### src/rtl/sqrt_arbiter.sv
// sqrt_arbiter
// Round-robin arbiter that shares a single square-root engine among N_REQ
// requesters. It takes one operand at a time and drives the engine's
// START/DONE/AVAILABLE handshake. Each result, or a timeout error, goes back
// to the originating requester as a one-cycle tagged response.
module sqrt_arbiter #(
  parameter int N_REQ   = 4,
  parameter int DATA_W  = 32,
  parameter int TIMEOUT = 64
) (
  input  logic                     clk,
  input  logic                     rstn,
  input  logic [N_REQ-1:0]         req_valid,
  input  logic [N_REQ*DATA_W-1:0]  req_data,
  output logic [N_REQ-1:0]         req_ready,
  output logic                     rsp_valid,
  output logic [$clog2(N_REQ)-1:0] rsp_id,
  output logic [DATA_W-1:0]        rsp_data,
  output logic                     rsp_err,
  output logic                     busy,
  output logic [DATA_W-1:0]        sqrt_in,
  output logic                     sqrt_start,
  input  logic [DATA_W-1:0]        sqrt_out,
  input  logic                     sqrt_done,
  input  logic                     sqrt_available
);

  localparam int ID_W  = $clog2(N_REQ);
  localparam int CNT_W = $clog2(TIMEOUT + 1);

  localparam logic [1:0] S_IDLE    = 2'd0;
  localparam logic [1:0] S_BUSY    = 2'd1;
  localparam logic [1:0] S_RELEASE = 2'd2;
  localparam logic [1:0] S_RESP    = 2'd3;

  // The counter value seen on the edge that brings it up to TIMEOUT.
  localparam logic [CNT_W-1:0] CNT_LAST = CNT_W'(TIMEOUT - 1);
  localparam logic [CNT_W-1:0] CNT_MAX  = CNT_W'(TIMEOUT);

  logic [1:0]        r_state;
  logic [ID_W-1:0]   r_last_grant;
  logic [CNT_W-1:0]  r_cnt;
  logic [N_REQ-1:0]  r_req_ready;
  logic              r_rsp_valid;
  logic [ID_W-1:0]   r_rsp_id;
  logic [DATA_W-1:0] r_rsp_data;
  logic              r_rsp_err;
  logic              r_busy;
  logic [DATA_W-1:0] r_sqrt_in;
  logic              r_sqrt_start;

  logic              w_any_req;
  logic [ID_W-1:0]   w_grant_id;
  logic [N_REQ-1:0]  w_grant_onehot;
  logic [DATA_W-1:0] w_grant_data;
  logic [CNT_W-1:0]  w_cnt_next;
  logic              w_timeout;

  // Round-robin search that starts just after last_grant. The scan runs from
  // the lowest priority to the highest, so the last hit is the winner.
  always_comb begin
    logic [ID_W-1:0] v_idx;
    v_idx      = '0;
    w_any_req  = 1'b0;
    w_grant_id = '0;
    for (int i = N_REQ; i >= 1; i--) begin
      v_idx = ID_W'((int'(r_last_grant) + i) % N_REQ);
      if (req_valid[v_idx]) begin
        w_any_req  = 1'b1;
        w_grant_id = v_idx;
      end else begin
        w_any_req  = w_any_req;
        w_grant_id = w_grant_id;
      end
    end
  end

  assign w_grant_onehot = {{(N_REQ-1){1'b0}}, 1'b1} << w_grant_id;
  assign w_grant_data   = req_data[w_grant_id*DATA_W +: DATA_W];

  // The counter saturates at TIMEOUT instead of wrapping.
  assign w_cnt_next = (r_cnt == CNT_MAX) ? r_cnt : r_cnt + CNT_W'(1);
  assign w_timeout  = (r_cnt >= CNT_LAST);

  // Sequencer FSM. All outputs are registered. Reset aborts any in-flight request silently.
  always_ff @(posedge clk or negedge rstn) begin
    if (!rstn) begin
      r_state      <= S_IDLE;
      r_last_grant <= ID_W'(N_REQ - 1);
      r_cnt        <= '0;
      r_req_ready  <= '0;
      r_rsp_valid  <= 1'b0;
      r_rsp_id     <= '0;
      r_rsp_data   <= '0;
      r_rsp_err    <= 1'b0;
      r_busy       <= 1'b0;
      r_sqrt_in    <= '0;
      r_sqrt_start <= 1'b0;
    end else begin
      r_req_ready <= '0;
      r_rsp_valid <= 1'b0;
      case (r_state)
        S_IDLE: begin
          if (w_any_req && sqrt_available) begin
            r_req_ready  <= w_grant_onehot;
            r_sqrt_in    <= w_grant_data;
            r_rsp_id     <= w_grant_id;
            r_sqrt_start <= 1'b1;
            r_busy       <= 1'b1;
            r_cnt        <= '0;
            r_state      <= S_BUSY;
          end
        end
        S_BUSY: begin
          r_cnt <= w_cnt_next;
          // DONE takes priority over a timeout on the same edge.
          if (sqrt_done) begin
            r_rsp_data   <= sqrt_out;
            r_rsp_err    <= 1'b0;
            r_sqrt_start <= 1'b0;
            r_state      <= S_RELEASE;
          end else if (w_timeout) begin
            r_rsp_data   <= '0;
            r_rsp_err    <= 1'b1;
            r_sqrt_start <= 1'b0;
            r_state      <= S_RELEASE;
          end
        end
        S_RELEASE: begin
          // Wait for the engine to drop DONE and become available again.
          if (!sqrt_done && sqrt_available) begin
            r_state <= S_RESP;
          end
        end
        S_RESP: begin
          r_rsp_valid  <= 1'b1;
          r_last_grant <= r_rsp_id;
          r_cnt        <= '0;
          r_busy       <= 1'b0;
          r_state      <= S_IDLE;
        end
        default: begin
          r_sqrt_start <= 1'b0;
          r_busy       <= 1'b0;
          r_state      <= S_IDLE;
        end
      endcase
    end
  end

  assign req_ready  = r_req_ready;
  assign rsp_valid  = r_rsp_valid;
  assign rsp_id     = r_rsp_id;
  assign rsp_data   = r_rsp_data;
  assign rsp_err    = r_rsp_err;
  assign busy       = r_busy;
  assign sqrt_in    = r_sqrt_in;
  assign sqrt_start = r_sqrt_start;

endmodule

### config.mk
export PLATFORM = sky130hd
export DESIGN_NAME = sqrt_arbiter
export DESIGN_NICKNAME = d
export VERILOG_FILES = /design/src/rtl/sqrt_arbiter.sv
export SDC_FILE = /design/constraint.sdc
export NUM_CORES = 1
export LEC_CHECK = 0
export ABC_AREA = 1
export BUFFER_PORTS_ARGS = -buffer_cell sky130_fd_sc_hd__clkbuf_2
export CORE_ASPECT_RATIO = 1.2
export CORE_MARGIN = 5
export CORE_UTILIZATION = 46
export DETAILED_ROUTE_END_ITERATION = 8
export GPL_TIMING_DRIVEN = 0
export PLACE_DENSITY = 0.81
export SLEW_MARGIN = 20
export SYNTH_ARGS = -nofsm -noshare
export SYNTH_HDL_FRONTEND = slang
export SYNTH_SLANG_ARGS = --single-unit
### constraint.sdc
create_clock -name clk -period 2.81 [get_ports clk]
set_clock_uncertainty 0.1 [all_clocks]
set_input_delay 0.1405 -clock clk [delete_from_list [all_inputs] [get_ports clk]]
set_output_delay 0.1405 -clock clk [all_outputs]
set_load 0.01 [all_outputs]
* Word-level counts from Yosys, hierarchy flattened *
Index checks and enable logic that the tools add are counted.

operators by class
  divide/modulo/power cells = 0
  $lt $le $gt $ge = 5
  bitwise gates (word level) = 0
  equal/unequal tests = 8
  multiplexer cells = 36
  add/sub/neg operators = 5
  shift-type cells = 2
  multiply operators = 0
  reductions and logical operators = 14

operators with widths
  kind                   count
  $shiftx A128 B8 Y32    1
  $mux W32               2
  $pmux W7 S3            1
  $mux W2                8
  $mux W1                14
  $mux W7                2
  $lt A2 B3 Y1 const B   4
  $reduce_and A3 Y1      3
  $bmux W1 S2            4
  $mux W4                2
  $pmux W2 S4            1
  $add A7 B1 Y7 const B  1
  $eq A7 B7 Y1 const B   1
  $ge A7 B6 Y1 const B   1
  $ne A2 B2 Y1 const B   3
  $reduce_and A2 Y1      3
  $reduce_bool A2 Y1     3
  $add A2 B1 Y2 const B  2
  $add A2 B2 Y2 const B  2
  $eq A2 B2 Y1 const B   2
  $pmux W1 S2            2
  $shl A1 B2 Y4 const A  1
  $ne A3 B3 Y1 const B   1
  $reduce_bool A3 Y1     1
  4 further kinds        5

word-level totals
  input port bits = 168
  bits in latches = 0
  memories kept = 0
  RAM bits = 0
  register bits after elaboration = 85
  output and inout bits = 74
  word-level logic and storage cells = 81
  ROM bits = 0

* Logic depth before layout (Yosys ltp) *
Gate-level depths: netlist (run 1).

  depth in word-level cells = 10
  depth in mapped cells = 17
  gate-level depth less buffers = 14

* Least setup slack after synthesis (run 1) *
No wires, ideal clock.

  path type = register to register
  start = register r_last_grant[0]
  end = register r_sqrt_in[22], in the netlist sqrt_in[22]
  cell stages (with the launch flop) = 17
  arrival time = 1,756 ps
  required time = 2,593 ps
  period minus slack after synthesis = 1,974 ps
  setup slack = 836 ps
  path buffers = 3
  library setup time = 117 ps
  path through = dfstp_2 buf_6 inv_6 nand2_1 nand2_1 nand2_1 nand2_1 inv_2 nand2_2 nand2_4 nand2_2 buf_4 buf_6 nand2_1 nand3_1 nand3_1 nand2_1

on the way
  word-level cells in the longest chain between the ends = 9
  elaborated cells on any way between the ends = 23
  classes of those cells = add/sub: 4; shift: 1; mux: 16; reduce/logical: 2

ends and longest elaborated chain
  element                                                                RTL line  source
  from (decl)                                                            41        logic [ID_W-1:0] r_last_grant;
  from (signal assigned)                                                 89        r_last_grant <= ID_W'(N_REQ - 1);
  from (signal assigned)                                                 137       r_last_grant <= r_rsp_id;
  parallel branches: the longest is 9 deep, another holds $add A2 B1 Y2  n/a
  to (signal assigned)                                                   106       r_sqrt_in <= w_grant_data;
  to (decl)                                                              49        logic [DATA_W-1:0] r_sqrt_in;

Parallel ways; which one is timed is not known. The select of a mux whose other input is x is not followed.
A chain may end at the register's enable or synchronous reset.

* Final worst setup path (run 1) *
  start = register r_last_grant[0]
  end = register r_sqrt_in[2], in the netlist sqrt_in[2]

The elaborated chain is that of the path after synthesis.

==> results of run 1 <==
## cell type report
| type | instances | area (µm²) | area share, % |
|---|---|---|---|
| multi-input cells | 438 | 2150 | 32.2 |
| inverters | 46 | 178 | 2.65 |
| clock buffers | 9 | 225 | 3.36 |
| plain buffers | 36 | 208 | 3.10 |
| clock inverters | 7 | 97.6 | 1.46 |
| flip-flops and latches | 85 | 2130 | 31.8 |
| repair buffers | 274 | 1550 | 23.1 |
| well taps | 126 | 158 | 2.36 |
## cell families (layout without fill, tap and decap cells)
family | after synthesis | in the layout | share of synthesized area, %
XOR/XNOR | 5 | 5 | 0.938
AND/OR/NAND/NOR | 355 | 355 | 33.0
AO/OA/AOI/OAI | 71 | 71 | 10.3
flip-flops | 85 | 85 | 45.6
adder cells (fa/ha/maj) | 7 | 7 | 1.88
buffers and inverters | 82 | 372 | 8.25
## per-layer routing
layer	vias up	part of all wire, %
li1	2555	-
met1	2417	37
met2	306	49
met3	28	12
met4	0	2.0
met5	-	0
## critical path: cells and delay by family, from the launching register on
kind | cells | cell delay [ps]
DFF | 1 | 530
buffers and inverters | 4 | 570
and+or+nand+nor | 11 | 1090
## per-stage QoR
step | area [µm²] | total power [mW] | instances | setup WS, ps | util [%]
after detailed placement | 6040 | 6.42 | 972 | 399 | 60.7
after global placement | 6030 | 6.35 | 972 | 425 | 60.6
final | 6690 | 7.81 | 1021 | 398 | 67.2
after global routing | 6690 | 8.41 | 1021 | 121 | 67.2
after floorplan | 4670 | 4.89 | 605 | 836 | -
after CTS | 6690 | 7.75 | 1021 | 378 | 67.2
## synth_stat cells
| cell | instances |
|---|---|
| buf_2 | 13 |
| nand3_1 | 113 |
| dfrtp_1 | 83 |
| nor4_1 | 1 |
| ha_1 | 7 |
| nand2_1 | 156 |
| o21ai_1 | 2 |
| inv_2 | 3 |
| inv_6 | 1 |
| buf_6 | 6 |
| nor2_1 | 71 |
| inv_1 | 42 |
| nand3_4 | 1 |
| nand2_2 | 4 |
| o21ai_0 | 33 |
| buf_4 | 3 |
| nor2_4 | 2 |
| nand3_2 | 1 |
| clkbuf_1 | 13 |
| a31oi_1 | 1 |
| and2_4 | 1 |
| o211a_1 | 1 |
| nor3_1 | 3 |
| xor2_1 | 5 |
| dfstp_2 | 2 |
| a22o_1 | 32 |
| nand4_1 | 1 |
| buf_1 | 1 |
| nand2_4 | 1 |
| a21oi_1 | 2 |
## power by group
part	leakage, nW	switching, mW	total, mW	internal [mW]
Clock	0.152	0.497	1.28	0.781
Sequential	1.04	0.331	2.11	1.78
Combinational	2.50	2.80	4.42	1.62
Total	3.70	3.63	7.81	4.18
## state kept, by name (all words and copies together) (netlist names)
| signal | flops |
|---|---|
| sqrt_start | 1 |
| rsp_data | 32 |
| r_cnt | 7 |
| r_state | 2 |
| sqrt_in | 32 |
| r_last_grant | 2 |
| rsp_id | 2 |
| req_ready | 4 |
| rsp_valid | 1 |
| rsp_err | 1 |
| busy | 1 |
## path summary, 6_finish.rpt
check | end | slack [ps] | depth (start not counted)
hold / removal | sqrt_in[4]$_DFFE_PN0P_ | 20 | 5
setup / recovery | sqrt_in[2]$_DFFE_PN0P_ | 400 | 15
max in group asynchronous | rsp_data[5]$_DFFE_PN0P_ | 1830 | 2
hold reg to reg | sqrt_in[26]$_DFFE_PN0P_ | 380 | 2
min in group asynchronous | sqrt_in[26]$_DFFE_PN0P_ | 330 | 2
setup reg to reg | sqrt_in[2]$_DFFE_PN0P_ | 400 | 15
==> results.md, run 1 <==
* Fin crit share at between 80% and 90%
* Post-CTS resize count at 0
* FP Rows at 40
* Clock sinks at between 80 and 90
* Final hold vios at 0
* Synth cell types at 30
* Initial Utilization at around 47%
* # hold bufs at CTS at 33
* Layout cell share with drive strength beyond 1 at approximately a third
* Detailed Route Iter0 Violations at approximately 330
* GRT Resource Usage Total at 27.8%
* Post-synth top area cell: dfrtp_1
* Leak Pwr at 3.70 nW
* Critical Path RT at 2920 ps
* DRC viols at 0
* GR Util met2 at 45.9%
* GR Util met3 at a little under 10%
* Most Used Layer, Global Route: met2
* GPL Wtd Cong at around 0.90
* Routed len/inst at ~17 µm
* Via/cell ratio at slightly above 5
* First-pass detailed-route iteration total at 4
* Max-slew violation count at 0
* CP max stage cell: dfstp_2
* Die ar. at around 12000 µm²
* Most frequent cells in the layout: clkbuf_2 (240), nand2_1 (156), nand3_1 (113), dfrtp_1 (83), nor2_1 (71)
* Tmin final at between 2000 and 2500 ps
* CP peak stage delay at 530 ps
* CP endpoint kind: flop
* Final TNS setup at 0 ps
* Crit path from: r_last_grant[0]$_DFFE_PN1P_
* First-pass GRT wire length at between 20000 and 30000 µm
* Startpoint types: flop
* Post-Syn Nets at 780
* Initial antenna violation count at 0
* Die Wd at roughly 100 µm
* Met1 global-route usage at 33.1%
* Post-synthesis cell area at around 4700 µm²
* Number of global-route vias before repair at 5396
* Critical Path AT at between 2000 and 3000 ps
* Nets@finish at 1065
* Gr ovfl total at 0
* Largest net degree at the start of global routing at 86
* Post-CTS Setup Inserts at 0
* Area growth from synthesis to layout at 43.4%
* Synthesized flop and latch total at 85
* Vias at around 5300
* Relative slew margins at between 50% and 60%
* Critical path's most frequent cell: nand2_1
* Highest ir drop seen on vdd at about 0.74 mV
* Total Wirelength at 17100 µm
* Antenna Violating Nets Remaining at 0
* Origin of the critical flop-to-flop path: r_last_grant[0]$_DFFE_PN1P_
* Setup-failing EPs final at 0
* Commonest non-fill, non-tap cell in the layout: clkbuf_2
* Pwr dens at 1170 nW/µm²
* Slew @ Worst Pin at around 670 ps
* Core box area at roughly 10000 µm²
* TritonCTS clock tree: yes
* Io pins at ~240
* Clock tree root buffer cell: clkbuf_16
* Worst-path clk slew at roughly 60 ps
* Mean post-synth cell area at about 7.7 µm²
* RSZ-0062 raised after global routing: false
* H-tree levels at 3
* Sequential fraction of the synthesis area at a little under half
* Worst-Skew Late Latency at 330 ps
* Post-DP HPWL at ~12000 µm
* Synth Warn # at 0
* Cells along the critical path: buf_6, inv_6, nand2_1, nand2_1, nand2_1, nand2_1, nand2_1, nand3_1, nand2_2, inv_1, nor2_1, buf_4, nand2_1, nor2_1, nor2_1
* Fillers at 845
* Status: finished, final reports clean
* CP max FO at 10
* Kind of critical path: flop to flop
* Top cells by area, synth: dfrtp_1 (44%), nand2_1 (13%), nand3_1 (12%)
* Die Y at 120 µm
* Num CTS Buffers at 9
* Hold WC Path Type: input port to flop
* Clk buf depth at 2
* Antenna cells at 0
* Port Buffers at between 200 and 250
* Top cell type's share of synthesized area at around 44%
* Cells after Synth at slightly above 600
* Hold slack at 19.4 ps
* Max Fclk at roughly 410 MHz
* Hold Crit Start: req_data[68]
* Max_cap viols at 0
Note: power is estimated with default switching activity, not from simulation.
==> run 2, diff against run 1 <==
Settings changed: BUFFER_PORTS_ARGS -buffer_cell sky130_fd_sc_hd__clkbuf_2 to not set, CORE_UTILIZATION 46 to 59, DONT_BUFFER_PORTS set to 1, PLACE_DENSITY 0.81 to 0.75.
==> results.md, run 2 <==
* FP Rows at 35
* Num CTS Buffers at 9
* Largest family of logic cells by synthesized area: simple AND/OR/NAND/NOR gates
* Synth Warn # at 0
* Cells after Synth at 605
* Synth Area in Adders at under 10%
* Io pins at approximately 240
* Synth cell types at 30
* Synthesized flop and latch total at 85
* Tool error: [ERROR RSZ-0060] Max buffer count reached.
* Post-CTS Setup Inserts at 0
* Last stage the flow got to: clock tree synthesis (4_1_cts)
* Post-Syn Nets at 780
* Top cell type's share of synthesized area at approximately 44%
* Post-CTS resize count at 0
* H-tree levels at 3
* XOR/XNOR Fraction of Synth Area at less than 1%
* Post-DP HPWL at between 10000 and 15000 µm
* Top FF cell, synth: dfrtp_1
* Top cells by area, synth: dfrtp_1 (44%), nand2_1 (13%), nand3_1 (12%)
* GPL Wtd Cong at roughly 0.9
* Status: aborted with a tool error
* Sequential fraction of the synthesis area at 45.6%
* # hold bufs at CTS at approximately 140
* Post-synth ARST share at 100%
* Initial Utilization at between 60 and 70%
* Top-count cell post-synth: nand2_1
* Post-synthesis cell area at 4670 µm²
* Die Wd at 91.2 µm
* Post-synth EDFFs at 0
* Post-synth top area cell: dfrtp_1
* Multiplexer share of the synthesized area at 0%
* Top post-synthesis cells by count: nand2_1 (156), nand3_1 (113), dfrtp_1 (83)
* Clock sinks at 85
* Post-Synth Simple-Gate Area at between 30 and 40%
* Clock tree root buffer cell: clkbuf_8
* Compound-Gate Fraction of Synth Area at around a tenth
* Mean post-synth cell area at between 7 and 8 µm²
* Port Buffers at 0
* Die Y at around 110 µm
* Clk buf depth at 2
run 2: cell counts after synthesis:
No cell type changed its count.
run 2: logic make-up after synthesis:
kind of cell / Yosys count
adders and majority gates: 7
and+or+nand+nor: 355
AOI/OAI and AO/OA: 71
buffers and inverters: 82
xor gates and xnor gates: 5
DFF: 85
run 2: through the flow:
step / std cells / setup WS (ps) / cell area (µm²)
global placement: 697 / 520 / 4780
detailed placement: 697 / 461 / 4780
floorplan: 605 / 836 / 4670
==> run 3, diff against run 2 <==
Settings changed: CORE_ASPECT_RATIO 1.2 to not set, CORE_UTILIZATION 59 to 40, PLACE_DENSITY 0.75 to not set, PLACE_DENSITY_LB_ADDON set to 0.15.
==> results.md, run 3 (synthesis gave the netlist of run 1 again) <==
* Status: finished, final reports clean
* Hold WC Path Type: input port to flop
* Startpoint types: flop
* R2r worst-path depth at 14
* Relative slew margins at about two thirds
* Met3 wire length at 1540 µm
* Antenna Violating Nets Remaining at 0
* Commonest non-fill, non-tap cell in the layout: nand2_1
* Post-DP Area at between 4000 and 5000 µm²
* Clk buf depth at 2
* Clock sinks at 85
* Worst-Skew Late Latency at between 300 and 400 ps
* Tmin final at 2700 ps
* Multi-input combinational cell area at ~2200 µm²
* Detailed Route Iter0 Violations at around 280
* Clock Power Share at between 15 and 20%
* Core box area at around 11000 µm²
* Pwr dens at 1130 nW/µm²
* First-pass detailed-route iteration total at 5
* Leak Pwr at 3.12 nW
* DRC viols at 0
* Fin cells at 903
* Flop pwr share at between 30% and 40%
* Hold Crit Start: req_data[105]
* Fin crit share at 96.0%
* Worst Hold End: sqrt_in[9]$_DFFE_PN0P_
* Wl on met1 at between 6000 and 7000 µm
* GPL Wtd Cong at ~0.87
* Number of global-route vias before repair at ~5200
* Die Y at roughly 120 µm
* WL met2 at slightly above 8000 µm
* Critical Path RT at a little under 3000 ps
* TritonCTS clock tree: yes
* Sequential cell area at 2130 µm²
* Most frequent cells in the layout: nand2_1 (154), dlygate4sd3_1 (134), nand3_1 (111), dfrtp_1 (83), nor2_1 (71)
* Clock tree root buffer cell: clkbuf_16
* Initial Utilization at approximately two fifths
* R2r setup slk at 110 ps
* Finished Cell Area at 6580 µm²
* Die Wd at approximately 120 µm
* Die ar. at between 10000 and 15000 µm²
* Hold path cells at 4
* Switch share at roughly 48%
* Post-DP HPWL at 11500 µm
* Gate power share at 51.8%
* R2r endpoint: sqrt_in[13]$_DFFE_PN0P_
* Vias at ~5000
* Placed Cells incl. Taps at approximately 750
* FP Rows at 39
* Slew @ Worst Pin at 526 ps
* Total Wirelength at about 17000 µm
* Fillers at 991
* Num CTS Buffers at 9
* Nets@finish at ~930
* Area growth from synthesis to layout at 41.0%
* Setup-failing EPs final at 0
* GRT Resource Usage Total at 23.5%
* Total Power at approximately 7.4 mW
* CP max FO at 10
* Highest metal used: met4
* Max-slew violation count at 0
* Layout cell share with drive strength beyond 1 at 8.58%
* Gr ovfl total at 0
* Max_cap viols at 0
* Critical Path AT at around 2900 ps
* Io pins at approximately 240
* Port Buffers at 0
* Routed len/inst at around 19 µm
* CP endpoint kind: flop
* First-pass GRT wire length at 26400 µm
* Final TNS setup at 0 ps
* H-tree levels at 3
* Max Fclk at approximately 370 MHz
* Origin of the critical flop-to-flop path: r_last_grant[0]$_DFFE_PN1P_
* Worst-path clk slew at around 60 ps
* Kind of critical path: flop to flop
* Initial antenna violation count at 2
* Internal Power at slightly below 4 mW
* Switching power at around 3.5 mW
* Highest ir drop seen on vdd at ~0.6 mV
* Final hold vios at 0
* Via/cell ratio at approximately 5.5
* Largest net degree at the start of global routing at 86
* Layout Utilization at between 50 and 60%
## run 3: worst max-delay path: stages, from the launching register on
cell and delay (ps):
dfstp_2 520, buf_6 120, inv_6 60, nand2_1 100, nand2_1 80, and2_4 150
nor2_4 90, nand3_4 160, nand2_4 140, buf_2 240, nand2_1 70, nand3_1 70
dlygate4sd3_1 570, nand3_1 80, nand2_1 70
## run 3: worst max-delay path by stage
stage,startpoint,end,slack (ps),cells past startpoint
2_1_floorplan,r_last_grant[0]$_DFFE_PN1P_,sqrt_in[22]$_DFFE_PN0P_,840,16
3_3_place_gp,r_last_grant[0]$_DFFE_PN1P_,sqrt_in[4]$_DFFE_PN0P_,390,15
3_5_place_dp,r_last_grant[0]$_DFFE_PN1P_,sqrt_in[4]$_DFFE_PN0P_,370,15
4_1_cts,r_last_grant[0]$_DFFE_PN1P_,sqrt_in[26]$_DFFE_PN0P_,20,17
5_1_grt,r_last_grant[0]$_DFFE_PN1P_,sqrt_in[12]$_DFFE_PN0P_,-3,15
6_report,r_last_grant[0]$_DFFE_PN1P_,sqrt_in[13]$_DFFE_PN0P_,110,14
## run 3: layout make-up
type	count	share of cell area, %
plain buffers	35	3.35
flip-flops and latches	85	32.4
repair buffers	137	21.0
multi-input cells	439	33.4
clock buffers	12	3.90
clock inverters	4	0.475
well taps	143	2.72
inverters	46	2.70
diodes	2	0.0760
## run 3: what timing repair did
action / in CTS / in global routing
hold endpoints to repair: 149 / 0
gates resized for setup: 0 / 22
buffers inserted: 0 / 2
hold buffers: 137 / 0
setup endpoints to repair: 0 / 9
## run 3: metrics by stage
stage / hold WS, ps / setup WS [ps]
3_5_place_dp: -251 / 374
5_1_grt: 13.3 / -2.62
2_1_floorplan: -255 / 836
4_1_cts: 0.0379 / 21.1
6_report: 3.39 / 111
3_3_place_gp: -250 / 394
## run 3: power groups by stage
stage               Combinational (mW)  Clock [mW]  Sequential [mW]
floorplan                         2.61           0             2.29
global placement                  3.31           0             2.47
detailed placement                3.39           0             2.45
CTS                               3.65        1.15             2.45
global route                      4.29        1.21             2.51
finish                            3.85        1.13             2.45
## run 3: routing by layer
| metal | global-route usage [%] | vias to the layer above |
|---|---|---|
| met2 | 38.4 | 318 |
| met1 | 26.9 | 2320 |
| met3 | 7.98 | 62 |
| met5 | 0 | - |
| met4 | 13.0 | 0 |
| li1 | - | 2285 |
==> run 4, diff against run 3 <==
==> constraint.sdc (replaced) <==
create_clock -name clk -period 2.81 [get_ports clk]
set_clock_uncertainty 0.1 [all_clocks]
set_input_delay 0.562 -clock clk [delete_from_list [all_inputs] [get_ports clk]]
set_output_delay 0.562 -clock clk [all_outputs]
set_load 0.01 [all_outputs]
==> results.md, run 4 (synthesis gave the netlist of run 1 again) <==
* Commonest non-fill, non-tap cell in the layout: nand2_1
* Initial antenna violation count at 0
* DRC viols at 0
* Max-slew violation count at 0
* Post-DP Area at around 4800 µm²
* R2r worst-path depth at 15
* Clock sinks at 85
* Status: finished, final reports clean
* Relative slew margins at about 66%
* Area growth from synthesis to layout at 10.6%
* Largest net degree at the start of global routing at 86
* RSZ-0062 raised after global routing: false
* Setup ws final at approximately 370 ps
* Num CTS Buffers at 9
* Clk buf depth at 2
* Total Wirelength at ~14000 µm
* Pwr dens at approximately 1300 nW/µm²
* Kind of critical path: flop to flop
* Switching power at about 3.3 mW
* Post-DP HPWL at about 12000 µm
* Vias at around 4200
* Die Y at around 120 µm
* Slew @ Worst Pin at around 500 ps
* R2r endpoint: sqrt_in[4]$_DFFE_PN0P_
* R2r setup slk at between 300 and 400 ps
* Max Fclk at slightly above 400 MHz
* Layout cell share with drive strength beyond 1 at between 8 and 9%
* Fin crit share at 87.0%
* Highest ir drop seen on vdd at roughly 0.60 mV
* Routed len/inst at approximately 19 µm
* Port Buffers at 0
* FP Rows at 39
* Gr ovfl total at 0
* Hold WC Path Type: input port to asynchronous set/reset pin
* Via/cell ratio at approximately 5.5
* Die ar. at around 14000 µm²
* Antenna Violating Nets Remaining at 0
* Tmin final at around 2400 ps
* Number of global-route vias before repair at roughly 4200
* GRT Resource Usage Total at between 20% and 30%
* Detailed Route Iter0 Violations at 213
* Critical path's most frequent cell: nand2_1
* First-pass detailed-route iteration total at 5
* # hold bufs at CTS at 1
* Worst-Skew Late Latency at roughly 330 ps
* First-pass GRT wire length at about 22000 µm
* Flop pwr share at between 30% and 40%
* Startpoint types: flop
* Max_cap viols at 0
* Most frequent cells in the layout: nand2_1 (156), nand3_1 (113), dfrtp_1 (83), nor2_1 (71), inv_1 (42)
* Antenna cells at 0
* CP endpoint kind: flop
* CP peak stage delay at approximately 520 ps
* Setup-failing EPs final at 0
* Fin cells at about 770
* Critical Path AT at 2560 ps
* Post-CTS Setup Inserts at 0
* Finished Cell Area at between 5000 and 6000 µm²
* Gate power share at roughly 50%
* Worst-path clk slew at 60 ps
* Worst setup endpoint: sqrt_in[4]$_DFFE_PN0P_
* CP max FO at 10
* CP max stage cell: dfstp_2
* Cells along the critical path: buf_6, inv_6, nand2_1, nand2_1, nand2_1, nand2_1, nand2_1, nand3_1, nand2_2, inv_1, nor2_1, buf_4, nand2_1, nor2_1, nor2_1
* Initial Utilization at between 40% and 50%
* H-tree levels at 3
* Clock Power Share at around 16%
* Pre-CTS WS at 374 ps
* Nets@finish at ~790
* Final TNS setup at 0 ps
* Post-CTS resize count at 0
* Crit path from: r_last_grant[0]$_DFFE_PN1P_
* Final hold vios at 0
* Internal Power at about 3.6 mW
* Io pins at 242
* Placed Cells incl. Taps at between 700 and 800
* Layout Utilization at between 40 and 50%
* Core box area at approximately 11000 µm²
* GPL Wtd Cong at around 0.87
* Clock tree root buffer cell: clkbuf_16
* Switch share at between 40% and 50%
* Die Wd at about 120 µm
* Origin of the critical flop-to-flop path: r_last_grant[0]$_DFFE_PN1P_
* Critical Path RT at a little under 3000 ps
* TritonCTS clock tree: yes
* Leak Pwr at ~2.5 nW
## run 4: cell type report
class | count | area, µm²
fillers | 1177 | 6260
multi-input cells | 438 | 2150
flip-flops and latches | 85 | 2130
clock buffers | 12 | 256
plain buffers | 36 | 208
well taps | 143 | 179
inverters | 46 | 178
clock inverters | 4 | 31.3
repair buffers | 1 | 27.5
## run 4: per-layer routing
metal | vias up | track usage (%) | part of all wire [%]
met5 | - | 0 | 0
met4 | 0 | 7.10 | 2.3
met3 | 21 | 8.46 | 10
met2 | 228 | 34.4 | 48
met1 | 1930 | 22.7 | 40
li1 | 2009 | - | -
## run 4: power by group through the flow
stage	Sequential, mW	Combinational (mW)	Clock (mW)
finish	2.43	3.40	1.12
global route	2.50	3.82	1.21
CTS	2.45	3.41	1.15
detailed placement	2.45	3.39	0
global placement	2.47	3.31	0
floorplan	2.29	2.61	0
## run 4: how the worst min path moves through the flow
stage                                          to  slack [ps]  cells past startpoint
final                     sqrt_in[26]$_DFFE_PN0P_          20                      1
after floorplan                  busy$_DFFE_PN0P_         170                      0
after global placement    sqrt_in[26]$_DFFE_PN0P_         170                      0
after detailed placement  sqrt_in[26]$_DFFE_PN0P_         170                      0
after global routing      sqrt_in[26]$_DFFE_PN0P_          50                      1
after CTS                 sqrt_in[26]$_DFFE_PN0P_          40                      1
## run 4: through the flow
stage / hold WS [ps] / total power, mW
global route: 46.3 / 7.53
CTS: 41.8 / 7.02
finish: 21.9 / 6.96
detailed placement: 171 / 5.84
global placement: 171 / 5.78
floorplan: 166 / 4.89
## run 4: critical path, delay by kind of cell, from the launching register on
| kind | cells | cell delay, ps |
|---|---|---|
| simple gates | 11 | 1120 |
| flops | 1 | 520 |
| buf+inv | 4 | 590 |
